[src/rtl/wbu_pipe.sv]
// wbu_pipe: buffered writeback stage with load formatting, commit FIFO and retire counter; WBU_CSR_EN enables CSR writeback on wb_sel=3
module wbu_pipe #(
  parameter int XLEN   = 32,
  parameter int REG_AW = 5,
  parameter int DEPTH  = 2,
  parameter int CNT_W  = 64
) (
  input  logic                      clk,
  input  logic                      rst,
  input  logic                      in_valid,
  output logic                      in_ready,
  input  logic [XLEN-1:0]           in_pc,
  input  logic [XLEN-1:0]           in_snpc,
  input  logic [XLEN-1:0]           in_alu_result,
  input  logic [XLEN-1:0]           in_load_data,
  input  logic [$clog2(XLEN/8)-1:0] in_addr_lo,
  input  logic [2:0]                in_load_fmt,
  input  logic [1:0]                in_wb_sel,
  input  logic [XLEN-1:0]           in_csr_rdata,
  input  logic [REG_AW-1:0]         in_rd,
  input  logic                      in_rf_wen,
  output logic                      commit_valid,
  input  logic                      commit_ready,
  output logic [XLEN-1:0]           commit_pc,
  output logic                      rf_wen,
  output logic [REG_AW-1:0]         rf_waddr,
  output logic [XLEN-1:0]           rf_wdata,
  output logic [CNT_W-1:0]          retire_cnt
);
  localparam int IW = $clog2(DEPTH);
  localparam int PW = IW + 1;
  logic [PW-1:0] wp_q, wp_d, rp_q, rp_d;
  logic [XLEN-1:0] pc_q [DEPTH];
  logic [XLEN-1:0] pc_d [DEPTH];
  logic [XLEN-1:0] data_q [DEPTH];
  logic [XLEN-1:0] data_d [DEPTH];
  logic [REG_AW-1:0] rd_q [DEPTH];
  logic [REG_AW-1:0] rd_d [DEPTH];
  logic [DEPTH-1:0] wen_q, wen_d;
  logic [CNT_W-1:0] cnt_q, cnt_d;
  logic full, push, pop;
  logic [IW-1:0] head;
  logic [XLEN-1:0] lane, ld_val, sel3_val, wdata;

  assign full = (wp_q[IW-1:0] == rp_q[IW-1:0]) && (wp_q[IW] != rp_q[IW]);
  assign in_ready = !full;
  assign commit_valid = wp_q != rp_q;
  assign push = in_valid && in_ready;
  assign pop = commit_valid && commit_ready;
  assign head = rp_q[IW-1:0];
  assign commit_pc = pc_q[head];
  assign rf_waddr = rd_q[head];
  assign rf_wdata = data_q[head];
  assign rf_wen = pop && wen_q[head] && (rd_q[head] != '0) && !rst;
  assign retire_cnt = cnt_q;
  assign lane = in_load_data >> {in_addr_lo, 3'b000};

`ifdef WBU_CSR_EN
  assign sel3_val = in_csr_rdata;
`else
  logic csr_unused;
  assign csr_unused = ^in_csr_rdata;
  assign sel3_val = in_alu_result;
`endif

  // extend the selected load lane according to funct3
  always_comb begin
    ld_val = lane;
    case (in_load_fmt)
      3'b000: ld_val = XLEN'($signed(lane[7:0]));
      3'b001: ld_val = XLEN'($signed(lane[15:0]));
      3'b010: ld_val = (XLEN == 64) ? XLEN'($signed(lane[31:0])) : lane;
      3'b100: ld_val = XLEN'(lane[7:0]);
      3'b101: ld_val = XLEN'(lane[15:0]);
      3'b110: ld_val = (XLEN == 64) ? XLEN'(lane[31:0]) : lane;
      default: ld_val = lane;
    endcase
  end

  // writeback source select
  always_comb begin
    wdata = (in_wb_sel == 2'd1) ? ld_val :
            (in_wb_sel == 2'd2) ? in_snpc :
            (in_wb_sel == 2'd3) ? sel3_val : in_alu_result;
  end

  // next-state: FIFO write, pointer advance, retire counting
  always_comb begin
    pc_d = pc_q;
    data_d = data_q;
    rd_d = rd_q;
    wen_d = wen_q;
    if (push) begin
      pc_d[wp_q[IW-1:0]] = in_pc;
      data_d[wp_q[IW-1:0]] = wdata;
      rd_d[wp_q[IW-1:0]] = in_rd;
      wen_d[wp_q[IW-1:0]] = in_rf_wen;
    end
    wp_d = wp_q + PW'(push);
    rp_d = rp_q + PW'(pop);
    cnt_d = cnt_q + CNT_W'(pop);
  end

  // state registers; reset empties the queue and clears storage
  always_ff @(posedge clk) begin
    if (rst) begin
      wp_q <= '0;
      rp_q <= '0;
      cnt_q <= '0;
      wen_q <= '0;
      pc_q <= '{default: '0};
      data_q <= '{default: '0};
      rd_q <= '{default: '0};
    end else begin
      wp_q <= wp_d;
      rp_q <= rp_d;
      cnt_q <= cnt_d;
      wen_q <= wen_d;
      pc_q <= pc_d;
      data_q <= data_d;
      rd_q <= rd_d;
    end
  end
endmodule

[config.mk]
export PLATFORM = sky130hd
export DESIGN_NAME = wbu_pipe
export DESIGN_NICKNAME = d
export VERILOG_FILES = /design/src/rtl/wbu_pipe.sv
export SDC_FILE = /design/constraint.sdc
export NUM_CORES = 1
export LEC_CHECK = 0
export BUFFER_PORTS_ARGS = -buffer_cell sky130_fd_sc_hd__buf_2
export CAP_MARGIN = 10
export CORE_UTILIZATION = 58
export CTS_BUF_LIST = sky130_fd_sc_hd__clkbuf_8
export DETAILED_ROUTE_END_ITERATION = 8
export PLACE_DENSITY_LB_ADDON = 0.1
export SLEW_MARGIN = 20
export SYNTH_ARGS = -nofsm -noshare
export SYNTH_HDL_FRONTEND = slang
export SYNTH_SLANG_ARGS = --single-unit
[constraint.sdc]
create_clock -name clk -period 4.87 [get_ports clk]
set_input_delay 0.487 -clock clk [delete_from_list [all_inputs] [get_ports clk]]
set_output_delay 0.487 -clock clk [all_outputs]
set_load 0.05 [all_outputs]
## Word level (Yosys, flattened, before mapping)

Index checks and enable logic that the tools add are counted.

- Flip-flop bits (word level): 208
- Input port bits: 177
- Output and inout bits: 136
- Logic and storage cells: 66

- Add/sub/neg operators: 3
- Order comparisons: 6
- Eq/ne operators: 8
- Shift operators: 1
- Multiplexer cells: 24
- Bitwise operators: 2
- Reductions and logical operators: 12

Operators by type and width:

| operator | number |
|---|---|
| $mux 32 | 9 |
| $bwmux 64 | 2 |
| $pmux 32 s4 | 1 |
| $add 64x1->64 | 1 |
| $demux 32 s1 | 1 |
| $shr 32x5->32 | 1 |
| $mux 5 | 4 |
| $bwmux 10 | 1 |
| $logic_and 1x1->1 | 8 |
| $eq 3x3->1 const B | 2 |
| $demux 5 s1 | 1 |
| $reduce_bool 5->1 | 1 |
| $add 2x1->2 | 2 |
| $ge 2x2->1 const B | 2 |
| $lt 1x2->1 const B | 2 |
| $not 1->2 | 2 |
| $eq 3x1->1 const B | 1 |
| $logic_not 3->1 | 1 |
| $mux 1 | 3 |
| $bwmux 2 | 1 |
| $eq 2x1->1 const B | 1 |
| $eq 2x2->1 const B | 1 |
| $logic_not 1->1 | 2 |
| $lt 2x1->1 const B | 1 |
| 5 further kinds | 5 |

## Depth between registers and ports, before layout

- Depth in word-level cells: 7
- Depth in mapped cells: 12
- Mapped depth without buffers: 10

## Worst setup path after synthesis

OpenSTA, ideal clock, no wires.

- Kind: register to register
- Start point: register rp_q[0]
- End point: register cnt_q[60], in the netlist retire_cnt[60]
- Data arrival time: 3008 ps
- Setup slack: 1791 ps
- Cell stages (with the launch flop): 13
- Buffers on the path: 2
- Cell sequence: dfxtp_1 clkbuf_1 xnor2_1 nand2_1 and2_1 ha_1 ha_1 nand2_1 nor3_2 nand4_2 buf_2 or3_1 a21oi_1

- Word-level cells in the longest chain between the ends: 3

Ends and longest elaborated chain:

| what | RTL line | text |
|---|---|---|
| start: declaration | 32 | `logic [PW-1:0] wp_q, wp_d, rp_q, rp_d;` |
| start signal: assignment | 116 | `rp_q <= rp_d;` |
| $ne 2x2->1 | 47 | `assign commit_valid = wp_q != rp_q;` |
| via commit_valid | 22 | `output logic commit_valid,` |
| $logic_and 1x1->1 | 49 | `assign pop = commit_valid && commit_ready;` |
| $add 64x1->64 | 101 | `cnt_d = cnt_q + CNT_W'(pop);` |
| end signal: assignment | 117 | `cnt_q <= cnt_d;` |
| end: declaration | 40 | `logic [CNT_W-1:0] cnt_q, cnt_d;` |

The timed path passes the listed nets, and every way through them passes these cells.
A chain may end at the register's enable or synchronous reset.

## Final worst setup path

- Start point: register rp_q[0]
- End point: output port rf_wen

- Word-level cells in the longest chain between the ends: 7

Ends and longest elaborated chain:

| what | RTL line | text |
|---|---|---|
| $not 1->2 (implied by the code) | 54 | `assign rf_wen = pop && wen_q[head] && (rd_q[head] != '0) && !rst;` |
| $mux 5 (implied by the code) (3 in a row) | 54 |  |
| $reduce_bool 5->1 | 54 |  |
| $logic_and 1x1->1 (*) (2 in a row) | 54 |  |
| end: declaration | 25 | `output logic rf_wen,` |

Every way passes the cells marked *; elsewhere a longest branch is shown, timed or not. The select of a mux whose other input is x is not followed.

==> impl_metrics.json <==
{
  "status": "finished clean",
  "setup_tns_ns": 0,
  "peakVddDrop_mv": 0.301,
  "critical_path_arrival_ns": 3.02,
  "clock_path_buffers": 3,
  "io_pins": 313,
  "post-route-drc-count": 0,
  "fin_crit_sh_pct": 72.0,
  "async_flop_share_pct": 0,
  "fmax_ghz": 0.285,
  "htree_levels": 2,
  "combPwrFrac_pct": 34.4,
  "clock-sinks": 208,
  "crit_required_ns": 4.38,
  "slew_violations": 0,
  "skew_ns": 0.0113,
  "hpwl_um": 18400,
  "syn_area_um2": 10400,
  "die-area_um2": 18500,
  "drtPass1Iterations": 6,
  "ctsResizeCount": 0,
  "vias": 9439,
  "yosysWarnings": 0,
  "ant_nets": 0,
  "gp_congestion": 0.913,
  "initial_utilization_pct": 59.9,
  "post-route-util_pct": 71.9,
  "start_kind": "flip-flop",
  "p_leak_nw": 5.40,
  "viasPerCell": 5.80,
  "cpPeakStageDelay_ns": 0.77,
  "max_cap_violations": 0,
  "port_buffers": 280,
  "grt_pass1_wl_um": 42700,
  "grt_max_degree": 75,
  "clockRootBuffer": "clkbuf_8",
  "power.share.clock_pct": 28.0,
  "wl_um": 27200,
  "worstSetupPathType": "flip-flop to output pin",
  "setup_viol": 0,
  "crit_fanout": 71,
  "synth_top_flop_cell": "dfxtp_1",
  "synthesis.nets": 1320,
  "final_cell_mix": "buf_2 (279), dfxtp_1 (207), nor2_1 (190), mux2i_1 (126), mux2_2 (78)",
  "fin_crit_ns": 3.51,
  "tritoncts": "built",
  "worst_pin_slew_ns": 1.03,
  "grt_setup_unrepaired": "no",
  "post_cts_buffers": 0,
  "coreArea_um2": 17400,
  "hp-class": "input pin to flip-flop",
  "insertion_delay_ns": 0.53,
  "crit_path_end_kind": "output pin",
  "clk_pin_slew_worst_paths_ns": 0.06,
  "cts_hold_buf": 0,
  "grt_pass1_vias": 8922,
  "syn_area_per_cell_um2": 9.16,
  "synth_edf_count": 0,
  "die_h_um": 136,
  "post_drt_wl_per_cell_um": 16.7,
  "antenna_found_initial": 0,
  "die_w_um": 136,
  "yosysSeqAreaShare_pct": 39.9,
  "drt_iter0_markers": 480,
  "synth_cell_types": 48,
  "placed_cell_area_um2": 11900,
  "final_area_um2": 12500,
  "drive_gt1_share_pct": 30.9,
  "p_seq_share_pct": 37.6,
  "power.switching_fraction_pct": 37.7,
  "hold_viol_final": 0,
  "ys_ff_latch": 208,
  "final_common_cell": "buf_2",
  "switchingPower_mw": 1.96,
  "num_rows": 48,
  "final_nets": 1566,
  "slew_headroom_pct": 31.5,
  "p_per_area_nw_per_um2": 416,
  "diodes": 0,
  "path_cells": "buf_4 -> mux2_2 -> or4_1 -> o21a_1 -> buf_2",
  "syn_to_final_growth_pct": 20.0,
  "grt-ovfl-total": 0,
  "cp_slowest_cell": "buf_4",
  "cts_made_buffers": 37,
  "synth_cells": 1138,
  "grt_usage_pct": 28.7,
  "internal-power_mw": 3.24
}
-- through the flow --
step | hold WS [ns] | setup slack [ns] | instances | power, mW
2_1_floorplan | 0.454 | 1.79 | 1138 | 3.36
3_3_place_gp | 0.466 | 1.87 | 1570 | 3.75
3_5_place_dp | 0.472 | 1.78 | 1570 | 3.77
4_1_cts | 0.182 | 1.33 | 1628 | 5.23
5_1_grt | 0.197 | 1.27 | 1628 | 5.44
6_report | 0.209 | 1.36 | 1628 | 5.21
-- synth_stat cells, types with 19 or more instances --
cell type  number  area share [%]
mux2i_1       126              12
or3_1          20             1.2
nand3_1        19            0.91
xnor2_1        25             2.1
nand2b_1       19             1.1
nor2_1        190             6.8
mux2_2         78             8.4
o21ai_0        32             1.5
clkbuf_1       55             2.0
a21oi_1        39             1.9
dfxtp_1       208              40
nand2_1        62             2.2
-- power by group through the flow --
stage               clock [mW]  combinational (mW)  sequential (mW)
floorplan                    0                1.38             1.98
global placement             0                1.77             1.98
detailed placement           0                1.78             1.99
CTS                       1.49                1.79             1.96
global route              1.57                1.89             1.98
finish                    1.46                1.79             1.96
-- area by class of cell --
cell class | instances | area [µm²]
Inverter | 9 | 33.8
Multi-Input combinational cell | 842 | 5950
Clock inverter | 18 | 83.8
Tap cell | 225 | 282
Clock buffer | 40 | 551
Fill cell | 1420 | 4900
Timing Repair Buffer | 286 | 1450
Sequential cell | 208 | 4170
-- flip-flops by register name (all words and copies together) (netlist names) --
register,cells
rp_q,2
retire_cnt,64
wen_q,2
data_q,64
pc_q,64
wp_q,2
rd_q,10
-- metal layers --
metal	part of all wire (%)	GRT usage, %
met1	43	35.6
met2	47	47.3
met3	6.6	6.15
met4	4.0	13.5
met5	0	0
-- path summary, 6_finish.rpt --
path,from,to,slack [ns],cells past startpoint
worst max-delay path,rp_q[0]$_SDFF_PP0_,rf_wen,1.36,5
worst min-delay path,in_pc[24],pc_q[24]$_SDFFE_PP0P_,0.21,3
worst max register to register,wp_q[0]$_SDFF_PP0_,retire_cnt[56]$_SDFF_PP0_,1.72,10
worst min register to register,retire_cnt[63]$_SDFF_PP0_,retire_cnt[63]$_SDFF_PP0_,0.48,2
-- cell families (layout without fill, tap and decap cells) --
logic type / Yosys count / in the layout / share of synthesized area (%)
buf+inv: 88 / 353 / 3.28
xor+xnor: 42 / 42 / 3.53
compound gates: 180 / 180 / 11.6
mux: 213 / 213 / 22.5
fa+ha+maj: 5 / 5 / 0.600
flops: 208 / 208 / 39.9
simple gates: 402 / 402 / 18.6
-- worst max-delay path: cells and delay by family, from the launching register on --
| kind | cells | cell delay, ns |
|---|---|---|
| AND/OR/NAND/NOR | 1 | 0.53 |
| flip-flops | 1 | 0.35 |
| AO/OA/AOI/OAI | 1 | 0.18 |
| buffers and inverters | 2 | 0.98 |
| multiplexers | 1 | 0.43 |
Power figures use the tool's default switching activity.
